===== src/rtl/block_sequencer.sv =====
// Debounced switch word -> Lehmer-decoded colour permutation -> slot-by-slot placement.
// Optional SEQ_LOCK_EN: freeze switch sampling while a placing sequence is running.
module block_sequencer #(
  parameter int NUM_SLOTS     = 3,
  parameter int COLOR_W       = 2,
  parameter int SEL_W         = 4,
  parameter int STABLE_CYCLES = 16
) (
  input  logic                           clk,
  input  logic                           rst_n,
  input  logic [SEL_W-1:0]               switches,
  input  logic                           start,
  input  logic                           placed,
  output logic [NUM_SLOTS*COLOR_W-1:0]   block_position,
  output logic                           pos_valid,
  output logic                           busy,
  output logic [$clog2(NUM_SLOTS)-1:0]   target_slot,
  output logic [COLOR_W-1:0]             target_color,
  output logic                           target_valid,
  output logic                           seq_done
);

  localparam int POS_W  = NUM_SLOTS * COLOR_W;
  localparam int SLOT_W = $clog2(NUM_SLOTS);
  localparam int CNT_W  = $clog2(STABLE_CYCLES + 1);

  function automatic int fact(input int n);
    int r;
    r = 1;
    for (int i = 2; i <= 4; i++)
      if (i <= n) r = r * i;
    return r;
  endfunction

  localparam int NFACT = fact(NUM_SLOTS);

  typedef enum logic [2:0] {
    IDLE, DECODE, READY, RUN, DONE
  } state_t;

  state_t state, state_n;

  logic [SEL_W-1:0]   prev_sw;
  logic [SEL_W-1:0]   committed;
  logic               have_commit;
  logic [CNT_W-1:0]   cnt;
  logic               stable;
  logic               accept;
  logic               lock_hold;
  logic               accept_ok;

  logic [SEL_W-1:0]   rem;
  logic [SLOT_W-1:0]  digit;
  logic [SLOT_W-1:0]  k;
  logic [NUM_SLOTS-1:0] used;
  logic [POS_W-1:0]   acc;

  logic [SEL_W-1:0]   weight;
  logic [SEL_W-1:0]   sel_idx;
  logic               sub;
  logic               last_k;
  logic [COLOR_W-1:0] pick_c;
  logic [POS_W-1:0]   acc_next;
  logic               last_target;

`ifdef SEQ_LOCK_EN
  assign lock_hold = (state == RUN);
  assign accept_ok = (state != DECODE) && (state != RUN);
`else
  assign lock_hold = 1'b0;
  assign accept_ok = (state != DECODE);
`endif

  assign stable = (cnt == CNT_W'(STABLE_CYCLES));
  assign accept = stable && accept_ok &&
                  (!have_commit || prev_sw != committed);

  // Out-of-range selections fall back to the identity permutation
  assign sel_idx = (int'(prev_sw) >= 1 && int'(prev_sw) <= NFACT)
                   ? prev_sw - SEL_W'(1) : '0;

  always_ff @(posedge clk or negedge rst_n) begin
    if (!rst_n) begin
      prev_sw <= '0;
      cnt     <= '0;
    end else begin
      prev_sw <= switches;
      if (lock_hold || switches != prev_sw)
        cnt <= '0;
      else if (!stable)
        cnt <= cnt + CNT_W'(1);
    end
  end

  always_comb begin
    int seen;
    logic found;
    weight = SEL_W'(fact(NUM_SLOTS - 1 - int'(k)));
    sub    = (rem >= weight);
    last_k = (k == SLOT_W'(NUM_SLOTS - 1));
    pick_c = '0;
    seen   = 0;
    found  = 1'b0;
    for (int c = 0; c < NUM_SLOTS; c++) begin
      if (!used[c]) begin
        if (!found && seen == int'(digit)) begin
          pick_c = COLOR_W'(c);
          found  = 1'b1;
        end
        seen = seen + 1;
      end
    end
    acc_next = acc | (POS_W'(pick_c + COLOR_W'(1))
               << ((NUM_SLOTS - 1 - int'(k)) * COLOR_W));
  end

  assign last_target = (target_slot == SLOT_W'(NUM_SLOTS - 1));

  always_ff @(posedge clk or negedge rst_n) begin
    if (!rst_n) state <= IDLE;
    else        state <= state_n;
  end

  always_comb begin
    state_n = state;
    case (state)
      IDLE:    if (accept) state_n = DECODE;
      DECODE:  if (!sub && last_k) state_n = READY;
      READY:   if (accept) state_n = DECODE;
               else if (start) state_n = RUN;
      RUN:     if (accept) state_n = DECODE;
               else if (placed && last_target) state_n = DONE;
      DONE:    if (accept) state_n = DECODE;
               else if (start) state_n = RUN;
      default: state_n = IDLE;
    endcase
  end

  always_ff @(posedge clk or negedge rst_n) begin
    if (!rst_n) begin
      committed      <= '0;
      have_commit    <= 1'b0;
      rem            <= '0;
      digit          <= '0;
      k              <= '0;
      used           <= '0;
      acc            <= '0;
      block_position <= '0;
    end else if (accept) begin
      committed   <= prev_sw;
      have_commit <= 1'b1;
      rem         <= sel_idx;
      digit       <= '0;
      k           <= '0;
      used        <= '0;
      acc         <= '0;
    end else if (state == DECODE) begin
      if (sub) begin
        rem   <= rem - weight;
        digit <= digit + SLOT_W'(1);
      end else begin
        used  <= used | (NUM_SLOTS'(1) << pick_c);
        acc   <= acc_next;
        digit <= '0;
        k     <= k + SLOT_W'(1);
        if (last_k) block_position <= acc_next;
      end
    end
  end

  always_ff @(posedge clk or negedge rst_n) begin
    if (!rst_n)
      target_slot <= '0;
    else if (state_n == RUN && state != RUN)
      target_slot <= '0;
    else if (state == RUN && state_n == RUN && placed)
      target_slot <= target_slot + SLOT_W'(1);
  end

  assign busy         = (state == DECODE);
  assign pos_valid    = (state == READY) || (state == RUN) || (state == DONE);
  assign target_valid = (state == RUN);
  assign seq_done     = (state == DONE);
  assign target_color = target_valid
    ? block_position[(NUM_SLOTS - 1 - int'(target_slot)) * COLOR_W +: COLOR_W]
    : '0;

endmodule

===== config.mk =====
export PLATFORM = sky130hd
export DESIGN_NAME = block_sequencer
export DESIGN_NICKNAME = d
export VERILOG_FILES = /design/src/rtl/block_sequencer.sv
export SDC_FILE = /design/constraint.sdc
export NUM_CORES = 1
export LEC_CHECK = 0
export ABC_CLOCK_PERIOD_IN_PS = 6300
export BUFFER_PORTS_ARGS = -buffer_cell sky130_fd_sc_hd__buf_2
export CAP_MARGIN = 20
export CORE_UTILIZATION = 64
export CTS_CLUSTER_DIAMETER = 200
export CTS_CLUSTER_SIZE = 12
export DETAILED_ROUTE_END_ITERATION = 6
export PLACE_DENSITY_LB_ADDON = 0.2
export SLEW_MARGIN = 20
export SYNTH_ARGS = -nofsm -noshare
export SYNTH_HDL_FRONTEND = slang
export SYNTH_SLANG_ARGS = --single-unit
export TNS_END_PERCENT = 1

===== constraint.sdc =====
create_clock -name clk -period 6.3 [get_ports clk]
set_input_delay 1.26 -clock clk [delete_from_list [all_inputs] [get_ports clk]]
set_output_delay 1.26 -clock clk [all_outputs]
set_load 0.005 [all_outputs]

* After elaboration in Yosys (flattened, before gate mapping)
Index checks and enable logic that the tools add are counted.
Storage, ports and cells: bits in registers 42, bits in latches 0, RAM bits 0, memory bits (read-only) 0, bits of input ports 8, output and inout port bits 14, word-level logic and storage cells 119, memories kept 0
Cells by class: add/sub/neg operators 10, multipliers 1, div/mod/pow operators 0, $lt $le $gt $ge 6, equal/unequal tests 16, shift-type cells 3, multiplexer cells 41, bitwise operators 4, reductions and logical operators 26
Operators with widths (count):
- $eq 32x3->1 | 2
- $le 3x32->1 const A | 2
- $add 32x2->32 const B | 1
- $le 4x32->1 const A | 1
- $mux 32 | 1
- $shl 3x32->6 | 1
- $mux 3 | 9
- $mux 2 | 12
- $mux 4 | 6
- $mux 6 | 3
- $pmux 3 s4 | 1
- $logic_and 1x1->1 | 10
- $mux 5 | 2
- $eq 3x2->1 const B | 3
- $ne 4x4->1 | 2
- $mux 1 | 7
- $add 2x1->2 const B | 3
- $or 6x6->6 | 1
- $reduce_bool 2->1 | 3
- $shiftx 6x4->2 | 1
- $sub 2x2->3 const A | 2
- $add 5x1->5 const B | 1
- $eq 5x5->1 const B | 1
- $eq 2x2->1 const B | 2
- other kinds (23) | 30

* Longest topological paths before layout
depth in word-level cells 17, gate-level depth with buffers 13, mapped depth without buffers 12

* Least setup slack after synthesis
Ideal clock, no wire load.
path type reg-to-reg, start point register k[0], end point register target_slot[0], arrival 2962 ps, required time 6172 ps, slack 3211 ps, stages on the path, launching flop included 14, clock period less this slack 3089 ps, cell sequence dfrtp_1 > clkbuf_1 > inv_1 > ha_1 > inv_1 > ha_1 > inv_1 > fa_1 > a21o_1 > a2111oi_0 > o21ai_0 > a221o_1 > nand3_1 > mux2_1
On the way: word-level cells in the longest chain between the ends 15, elaborated cells between the ends (all ways) 20
Ends and longest elaborated chain:
- from (decl) | RTL line 54 | logic [SLOT_W-1:0] k;
- from (signal assigned) | RTL line 165 | k <= k + SLOT_W'(1);
- $sub 2x2->3 | RTL line 98 | weight = SEL_W'(fact(NUM_SLOTS - 1 - int'(k)));
- $le 3x32->1 | RTL line 31 | if (i <= n) r = r * i;
- $mux 2 | RTL line 31
- $mul 2x2->4 | RTL line 31
- $mux 4 (2 in a row) | RTL line 31
- $ge 4x4->1 | RTL line 99 | sub = (rem >= weight);
- $logic_not 1->1 | RTL line 128 | DECODE: if (!sub && last_k) state_n = READY;
- $logic_and 1x1->1 * | RTL line 128
- $mux 3 * | RTL line 128
- $pmux 3 s4 * | RTL line 126 | case (state)
- net state_n[0] | RTL line 41 | state_t state, state_n;
- $eq 3x2->1 * | RTL line 174, 176
- $logic_and 1x1->1 (2 in a row) | RTL line 176 | else if (state == RUN && state_n == RUN && placed)
- $reduce_bool 2->1 (no line)
- to (signal assigned) | RTL line 177 | target_slot <= target_slot + SLOT_W'(1);
- to (decl) | RTL line 17 | output logic [$clog2(NUM_SLOTS)-1:0] target_slot,
Mark *: on every way through the listed nets, which the timed path passes. The rest lies on a longest branch. A chain may end at the register's enable or synchronous reset.

* Final worst setup path
Ends and elaborated chain as after synthesis.

==> results.ini <==
[outcome]
status = completed

[floorplan]
die_w_um = 63.8
core_mm2 = 0.00366
rows = 22
die_y_um = 63.8
ios = 22
die-area_mm2 = 0.00407
initial_core_util_pct = 66.7

[clocking]
worstSkewPairLatency_ns = 0.30
postCtsSetupRepairBufs = 0
cts_made_buffers = 5
clock_sinks = 42
clkSlewWorstSetupHoldPaths_ns = 0.08
tritoncts = yes
cts_buffer_depth = 2
cts_root_buffer = clkbuf_8
cts_resized = 0
h-tree-depth = 2
hold_buffers = 0

[final_layout]
antenna_cells = 0
final_common_cell = dfrtp_1
nFillCells = 281
final_nets = 304
drive_gt1_share_pct = 14.9
area_delta_synth_final_pct = 11.5
mostFrequentLayoutCells = dfrtp_1 (42), nor2_1 (34), inv_1 (24), ha_1 (21), buf_2 (21)

[sta]
max_freq_mhz = 277
rsz0062_at_grt = false
report.final.slew_viol_count = 0
finClkSkew_ns = 0.00658
setup_viol = 0
slew_headroom_pct = 35.7
hold_viol = 0
whs_ns = 0.516
tightest_slew_ns = 0.951
setup-tns-final_ns = 0
fin_crit_ns = 3.61
final.period_utilization_pct = 57.3

[route]
vias_per_cell = 5.50
wl_per_cell_um = 13.0
remaining_drc_errors = 0
ant_nets = 0
initialDrtViolationCount = 167
wl_um = 4220
dr.pass1.iters = 4
num_vias = 1778

[placement]
gp_congestion = 0.793
dp_hpwl_um = 3080
port_buffers = 21

[global_route]
antenna_found_initial = 0
grt_pass1_wl_um = 7310
grt_pass1_vias = 1753
grt-ovfl-total = 0
gr-usage-all-layers_pct = 23.4
grt_max_degree = 43

[logic_synthesis]
netlist_area_mm2 = 0.00244
yosysWarnings = 0
yosysSeqAreaShare_pct = 43.0
ys_ff_latch = 42
ys_types = 41
synth_nets = 283
postSynthAreaPerCell_um2 = 9.66
synthCells = 253

[critical_path]
cp-end-kind = flop
max_stage_delay_ns = 0.76
path_class = reg -> reg
path_common_cell = inv_1
worstPathArrival_ns = 3.80
cp-start-kind = flop
cpMaxStageDelayCell = a2111oi_4
required_ns = 6.49
crit_chain = inv_1 > ha_1 > inv_1 > ha_1 > inv_1 > fa_1 > a21o_1 > a2111oi_4 > nand2_2 > a21oi_2 > nand3_1 > mux2_1
critPathMaxFanout = 12

[worst_hold_path]
worstHoldPathType = reg -> reg

[power]
p_leak_nw = 1.33
p_per_area_mw_per_mm2 = 435
p_total_mw = 1.18
vdd_drop_max_uv = 204

[job]
cap_violations = 0

==> cell families after synthesis <==
kind of cell,share of synthesized area (%)
muxes,6.14
and+or+nand+nor,15.6
DFF,43.0
buffers and inverters,5.07
AOI/OAI and AO/OA,12.2
adders and majority gates,11.6
xor gates and xnor gates,6.45
==> cell type report <==
type	count	area, um^2	area share (%)
multi-input cells	179	1270	46.6
flip-flops and latches	42	1050	38.6
repair buffers	22	113	4.13
inverters	24	90.1	3.31
clock buffers	6	82.6	3.03
clock inverters	2	60.1	2.20
well taps	48	60.1	2.20
==> registers in the layout, indices dropped and copies added (netlist names) <==
name            count
acc                 6
block_position      6
cnt                 5
committed           4
digit               2
have_commit         1
k                   2
prev_sw             4
rem                 4
state               3
target_slot         2
used                3
==> power breakdown <==
part           total, mW  switching (mW)  internal, mW
sequential         0.415          0.0772         0.338
clock              0.261          0.0918         0.169
combinational      0.508           0.281         0.228
total               1.18           0.450         0.734
==> cells in the mapped netlist <==
cell type  instances  area (um^2)
nor4b_1            1         8.76
nand3b_1           1         7.51
a2111oi_0          2         17.5
a21oi_1           10         50.1
a221o_1            2         20.0
a22oi_1            1         7.51
a2111oi_4          1         27.5
ha_1              21          263
o21bai_1           1         7.51
mux2_1             2         22.5
nor4bb_1           1         10.0
nand3_1            7         35.0
a211oi_1           2         15.0
xor2_1             7         61.3
or3b_1             1         8.76
and2_1             1         6.26
nand2_1           17         63.8
or3b_2             1         8.76
inv_1             24         90.1
nand2_2            1         6.26
nor3_1             7         35.0
mux2_2             6         67.6
o21ai_0           12         60.1
and3_1             2         12.5
a21oi_2            1         8.76
a31oi_1            5         31.3
mux2i_1            6         60.1
or3_1              1         6.26
a31oi_2            1         12.5
o211ai_1           1         7.51
buf_2              3         15.0
nand4_1            1         6.26
nor2_1            34          128
xnor2_1           11         96.3
fa_1               1         20.0
clkbuf_1           5         18.8
o22a_1             2         17.5
a21o_1             2         15.0
nor2b_1            3         18.8
dfrtp_1           42         1050
nand2b_1           3         18.8
==> path summary, 6_finish.rpt <==
path	end	slack, ns	start	cells past startpoint
min	block_position[5]	0.52	block_position[5]	2
max	target_slot[0]	2.69	k[0]	12
min reg2reg	block_position[5]	0.52	block_position[5]	2
min in group asynchronous	block_position[1]	1.08	rst_n	1
max in group asynchronous	rem[0]	4.66	rst_n	1
max reg2reg	target_slot[0]	2.69	k[0]	12
==> per-layer routing <==
metal	global-route usage [%]	part of all wire (%)	wire, um	vias to the layer above
li1	-	-	-	894
met1	27.3	45	1890	848
met2	42.2	51	2130	31
met3	5.89	3.2	135	5
met4	6.82	1.3	53	0
met5	0	0	0	-
==> metrics by stage <==
| step | instances | cell area, um^2 | util, % | worst slack [ns] |
|---|---|---|---|---|
| 3_3_place_gp | 315 | 2580 | 70.5 | 2.82 |
| 2_1_floorplan | 253 | 2440 | - | 3.21 |
| 5_1_grt | 323 | 2730 | 74.4 | 2.48 |
| 6_report | 323 | 2730 | 74.4 | 2.69 |
| 3_5_place_dp | 315 | 2580 | 70.5 | 2.70 |
| 4_1_cts | 323 | 2730 | 74.4 | 2.69 |
==> critical path, delay by kind of cell (launching register included) <==
family,cells,cell delay (ns)
multiplexers,1,0.32
flip-flops,1,0.53
buffers and inverters,3,0.25
AND/OR/NAND/NOR,2,0.43
adder cells (fa/ha/maj),3,0.76
AO/OA/AOI/OAI,3,1.19
Note: power is estimated with default switching activity, not from simulation.
